### src/rtl/alu_arbiter.sv
// alu_arbiter: round-robin sharing of one combinational alu among NUM_REQ requesters, issue + response pipeline
package types;
  typedef enum logic [3:0] {
    ENUM_ALU_ADD, ENUM_ALU_SUB, ENUM_ALU_AND, ENUM_ALU_OR, ENUM_ALU_XOR,
    ENUM_ALU_SLL, ENUM_ALU_SRL, ENUM_ALU_SRA, ENUM_ALU_SLT, ENUM_ALU_SLTU
  } alu_op_e;
endpackage

module alu_arbiter #(
  parameter int NUM_REQ = 2,
  parameter int XLEN = 32,
  localparam int ID_W = $clog2(NUM_REQ)
) (
  input  logic                          i_clk,
  input  logic                          i_rst,
  input  logic [NUM_REQ-1:0]            i_req_valid,
  output logic [NUM_REQ-1:0]            o_req_ready,
  input  logic [NUM_REQ-1:0][XLEN-1:0]  i_req_a,
  input  logic [NUM_REQ-1:0][XLEN-1:0]  i_req_b,
  input  types::alu_op_e [NUM_REQ-1:0]  i_req_op,
  output logic                          o_rsp_valid,
  input  logic                          i_rsp_ready,
  output logic [ID_W-1:0]               o_rsp_id,
  output logic [XLEN-1:0]               o_rsp_result,
  output logic                          o_rsp_zero,
  output logic [XLEN-1:0]               o_alu_a,
  output logic [XLEN-1:0]               o_alu_b,
  output types::alu_op_e                o_alu_ctrl,
  input  logic [XLEN-1:0]               i_alu_result,
  input  logic                          i_alu_zero
);
  logic s1_valid, s2_valid, s2_zero;
  logic [XLEN-1:0] s1_a, s1_b, s2_result;
  types::alu_op_e s1_op;
  logic [ID_W-1:0] s1_id, s2_id, rr_ptr, gnt_idx, idx;
  logic gnt_any, s2_load, accept_en, hs;
  assign s2_load = s1_valid && (!s2_valid || i_rsp_ready);
  assign accept_en = (!s1_valid || s2_load) && !i_rst;
  assign hs = accept_en && gnt_any;
  // first valid requester at or after rr_ptr, wrapping
  always_comb begin
    gnt_any = 1'b0;
    gnt_idx = '0;
    idx = rr_ptr;
    for (int k = 0; k < NUM_REQ; k++) begin
      if (!gnt_any && i_req_valid[idx]) begin
        gnt_any = 1'b1;
        gnt_idx = idx;
      end
      idx = (idx == ID_W'(NUM_REQ - 1)) ? '0 : idx + 1'b1;
    end
  end
  assign o_req_ready = (NUM_REQ'(1) << gnt_idx) & {NUM_REQ{hs}};
  assign o_alu_a = s1_valid ? s1_a : '0;
  assign o_alu_b = s1_valid ? s1_b : '0;
  assign o_alu_ctrl = s1_valid ? s1_op : types::ENUM_ALU_ADD;
  assign o_rsp_valid = s2_valid;
  assign o_rsp_id = s2_id;
  assign o_rsp_result = s2_result;
  assign o_rsp_zero = s2_zero;
  always_ff @(posedge i_clk) begin
    if (i_rst) begin
      s1_valid <= 1'b0;
      s1_a <= '0;
      s1_b <= '0;
      s1_op <= types::ENUM_ALU_ADD;
      s1_id <= '0;
      s2_valid <= 1'b0;
      s2_result <= '0;
      s2_zero <= 1'b0;
      s2_id <= '0;
      rr_ptr <= '0;
    end else begin
      if (accept_en) s1_valid <= gnt_any;
      if (hs) begin
        s1_a <= i_req_a[gnt_idx];
        s1_b <= i_req_b[gnt_idx];
        s1_op <= i_req_op[gnt_idx];
        s1_id <= gnt_idx;
        rr_ptr <= (gnt_idx == ID_W'(NUM_REQ - 1)) ? '0 : gnt_idx + 1'b1;
      end
      if (s2_load) begin
        s2_valid <= 1'b1;
        s2_result <= i_alu_result;
        s2_zero <= i_alu_zero;
        s2_id <= s1_id;
      end else if (i_rsp_ready) begin
        s2_valid <= 1'b0;
      end
    end
  end
endmodule
### config.mk
export PLATFORM = sky130hd
export DESIGN_NAME = alu_arbiter
export DESIGN_NICKNAME = d
export VERILOG_FILES = /design/src/rtl/alu_arbiter.sv
export SDC_FILE = /design/constraint.sdc
export NUM_CORES = 1
export LEC_CHECK = 0
export BUFFER_PORTS_ARGS = -buffer_cell sky130_fd_sc_hd__buf_2
export CAP_MARGIN = 40
export CELL_PAD_IN_SITES_DETAIL_PLACEMENT = 1
export CELL_PAD_IN_SITES_GLOBAL_PLACEMENT = 2
export CORE_ASPECT_RATIO = 1.25
export CORE_MARGIN = 2
export CORE_UTILIZATION = 23
export DETAILED_ROUTE_END_ITERATION = 10
export PLACE_DENSITY_LB_ADDON = 0.15
export SETUP_SLACK_MARGIN = 0.15
export SLEW_MARGIN = 20
export SYNTH_ARGS = -nofsm -noshare
export SYNTH_HDL_FRONTEND = slang
export SYNTH_SLANG_ARGS = --single-unit
### constraint.sdc
create_clock -name i_clk -period 1.27 [get_ports i_clk]
set_clock_uncertainty 0.1 [all_clocks]
set_input_delay 0.1905 -clock i_clk [delete_from_list [all_inputs] [get_ports i_clk]]
set_output_delay 0.1905 -clock i_clk [all_outputs]
set_load 0.05 [all_outputs]
==> results.sh <==
export IMPL_dp_cells=1224
export IMPL_design_area_um2=9658
export IMPL_final_cells=1294
export IMPL_cts_clk_slew_worst_paths_ps=80
export IMPL_seq_area_frac_synth_pct=37.93
export IMPL_dpl_hpwl_um=17420
export IMPL_multi_input_area_um2=3520
export IMPL_synth_compound_area_share_pct=41.69
export IMPL_synth_adder_area_share_pct=0
export IMPL_fillers=2750
export IMPL_drtIter0Drc=286
export IMPL_timing_worst_setup_path_type="reg2out"
export IMPL_maxSlewHeadroom_pct=46.42
export IMPL_grt_overflow=0
export IMPL_antenna_found_initial=3
export IMPL_worst_path_buf_inv=3
export IMPL_core_um2=23810
export IMPL_synth_simple_area_share_pct=11.74
export IMPL_synth_top_family_by_area="compound AO/OA/AOI/OAI gates"
export IMPL_placed_cell_area_um2=7855
export IMPL_root_buffer="clkbuf_16"
export IMPL_synth_cell_type_count=30
export IMPL_dr_pass1_iters=4
export IMPL_numCtsBuffers=9
export IMPL_final_nets=1136
export IMPL_violations="setup timing"
export IMPL_wl_met3_um=1196
export IMPL_rsz0062_at_grt="true"
export IMPL_netlist_area_um2=5594
export IMPL_top_layer_used="met5"
export IMPL_p_per_area_nw_per_um2=1030
export IMPL_crit_family="buffers and inverters"
export IMPL_synth_mux_area_fraction_pct=0
export IMPL_grt_pass1_wl_um=38510
export IMPL_area_delta_synth_final_pct=72.65
export IMPL_vias=6533
export IMPL_ys_ff_latch=106
export IMPL_drc=0
export IMPL_maxCapViolCount=0
export IMPL_h_tree_depth=3
export IMPL_io_buffers=278
export IMPL_yosysWarnings=0
export IMPL_fin_crit_ps=1700
export IMPL_wirelength_um=25840
export IMPL_leakagePower_nw=3.871
export IMPL_avgSynthCellArea_um2=8.438
export IMPL_synth_xor_area_share_pct=0
export IMPL_gp_congestion=0.7897
export IMPL_fin_ws_ps=-430.1
export IMPL_worst_pin_slew_ps=803.8
export IMPL_synth_fp_nets=837
export IMPL_wl_per_cell_um=19.97
export IMPL_clock_latency_ps=350
export IMPL_avgViaCountPerCell=5.049
export IMPL_start_kind="register"
export IMPL_period_share_pct=133.9
export IMPL_start_util_pct=23.50
export IMPL_setup_viol=176
export IMPL_wl_met2_um=12970
export IMPL_die_y_um=178.4
export IMPL_grt_max_degree=59
export IMPL_first_global_vias=6893
export IMPL_drt_met1_wl_um=11150
export IMPL_row_count=63
export IMPL_dieArea_um2=25590
export IMPL_ant_nets=0
export IMPL_drive_above_1_share_pct=53.15
export IMPL_endpoint_kind="output port"
export IMPL_cts_tree="built"
export IMPL_netlist_instances=663
export IMPL_run_status="complete, but fails checks"
export IMPL_critPathSlowestCell="dfxtp_4"
export IMPL_slew_violations=0
export IMPL_critPathArrivalTime_ps=1410
export IMPL_critical_path_cell_chain="nand3b_1, buf_6, nand4_1, inv_4, buf_12"
export IMPL_cts_sinks=106
export IMPL_min_delay_path_class="in2reg"
export IMPL_crit_path_max_incr_delay_ps=370
export IMPL_track_usage_pct=19.28
export IMPL_final_hold_viol_count=0
export IMPL_fp_dieW_um=143.5
export IMPL_peakVddDrop_mv=0.5784
export IMPL_cts_buffer_depth=2
export IMPL_crit_fanout=7
export IMPL_crit_required_ps=980
export IMPL_ioPinCount=279
export IMPL_max_freq_mhz=588.2
export IMPL_seq_area_um2=2131
-- flip-flops by register name, summed over array words and instances, names as in the netlist --
signal	flops
o_rsp_valid	1
s1_valid	1
o_rsp_id	1
s1_op	4
s1_b	32
o_rsp_zero	1
s1_a	32
o_rsp_result	32
s1_id	1
rr_ptr	1
-- what timing repair did --
action,in CTS,in global routing
cloned,4,5
pin swaps,6,5
setup endpoints to repair,210,211
hold endpoints to repair,33,1
buffers inserted,6,3
gates resized for setup,131,104
hold buffers,33,1
-- cell type report --
type / count / area share, %
multi-input cells: 460 / 36.44
repair buffers: 381 / 33.85
flip-flops and latches: 106 / 22.06
well taps: 325 / 4.210
clock buffers: 10 / 2.474
clock inverters: 6 / 0.7255
inverters: 4 / 0.1814
diodes: 2 / 0.05182
-- cells in the mapped netlist (all sizes together) --
| cell type | n | area [um2] |
|---|---|---|
| a21oi | 106 | 568.0 |
| and2b | 2 | 15.01 |
| nor2 | 2 | 7.510 |
| clkbuf | 46 | 172.7 |
| and3b | 1 | 8.760 |
| o21ai | 103 | 515.5 |
| nand2b | 2 | 12.51 |
| nand3 | 34 | 170.2 |
| o21ba | 1 | 10.01 |
| o211a | 1 | 10.01 |
| a211oi | 68 | 565.5 |
| dfxtp | 106 | 2122 |
| buf | 47 | 295.3 |
| and2 | 68 | 425.4 |
| nand4 | 1 | 6.260 |
| a311oi | 68 | 651.9 |
| nand2 | 1 | 3.750 |
| nand3b | 1 | 7.510 |
| o21bai | 1 | 11.26 |
| inv | 4 | 15.01 |
-- worst paths after layout --
| path | startpoint | endpoint | slack [ps] | depth (start not counted) |
|---|---|---|---|---|
| worst max-delay path | s1_valid | o_req_ready[1] | -430 | 5 |
| worst max register to register | s1_valid | s1_b[5] | -280 | 7 |
| worst min register to register | o_rsp_result[0] | o_rsp_result[0] | 380 | 2 |
| worst min-delay path | i_alu_result[0] | o_rsp_result[0] | 6 | 3 |
-- per-stage QoR --
stage               util (%)  setup slack, ps  power, mW  setup TNS (ps)  hold WS (ps)
CTS                    38.02           -441.1      9.807          -45310       0.04524
global placement       33.00           -187.4      6.389          -20490         351.2
finish                 40.57           -430.1      9.950          -40300         5.627
detailed placement     33.00           -216.8      6.445          -24820         362.4
floorplan                  -           -188.3      5.529           -7712         238.2
global route           40.57           -504.3      10.41          -53110         1.451
-- cell families after synthesis --
group	after synthesis
compound gates	348
buf+inv	97
flops	106
simple gates	112
-- where the power goes --
group,internal (mW),switching [mW]
sequential,3.58,0.168
clock,1.61,1.44
combinational,1.37,1.78
total,6.56,3.39
-- metal layers --
metal  vias up  GRT usage, %
met2       207         33.75
met5         -             0
met3        34         3.570
met4         2         6.168
li1       3107             -
met1      3183         23.79
-- worst register-to-register path: stages (launching register included) --
cell and delay (ps):
dfxtp_4 390, nand3b_1 130, buf_6 160, buf_4 130
buf_8 130, clkbuf_16 170, a21oi_2 140, a211oi_2 60
-- cell usage in the layout, fill, tap and decap left out, drive strengths merged --
| master | synthesis | final |
|---|---|---|
| nand3 | 34 | 34 |
| nand3b | 1 | 1 |
| dfxtp | 106 | 106 |
| dlygate4sd3 | 0 | 34 |
| bufinv | 0 | 1 |
| and2b | 2 | 2 |
| and2 | 68 | 68 |
| a21oi | 106 | 106 |
| nand2b | 2 | 2 |
| nor2 | 2 | 2 |
| a311oi | 68 | 68 |
| o21bai | 1 | 1 |
| inv | 4 | 7 |
| clkbuf | 46 | 13 |
| and3b | 1 | 1 |
| o211a | 1 | 1 |
| nand2 | 1 | 1 |
| diode | 0 | 2 |
| o21ba | 1 | 1 |
| clkinv | 0 | 2 |
| buf | 47 | 344 |
| nand4 | 1 | 1 |
| a211oi | 68 | 68 |
| o21ai | 103 | 103 |
Note: power is estimated with default switching activity, not from simulation.
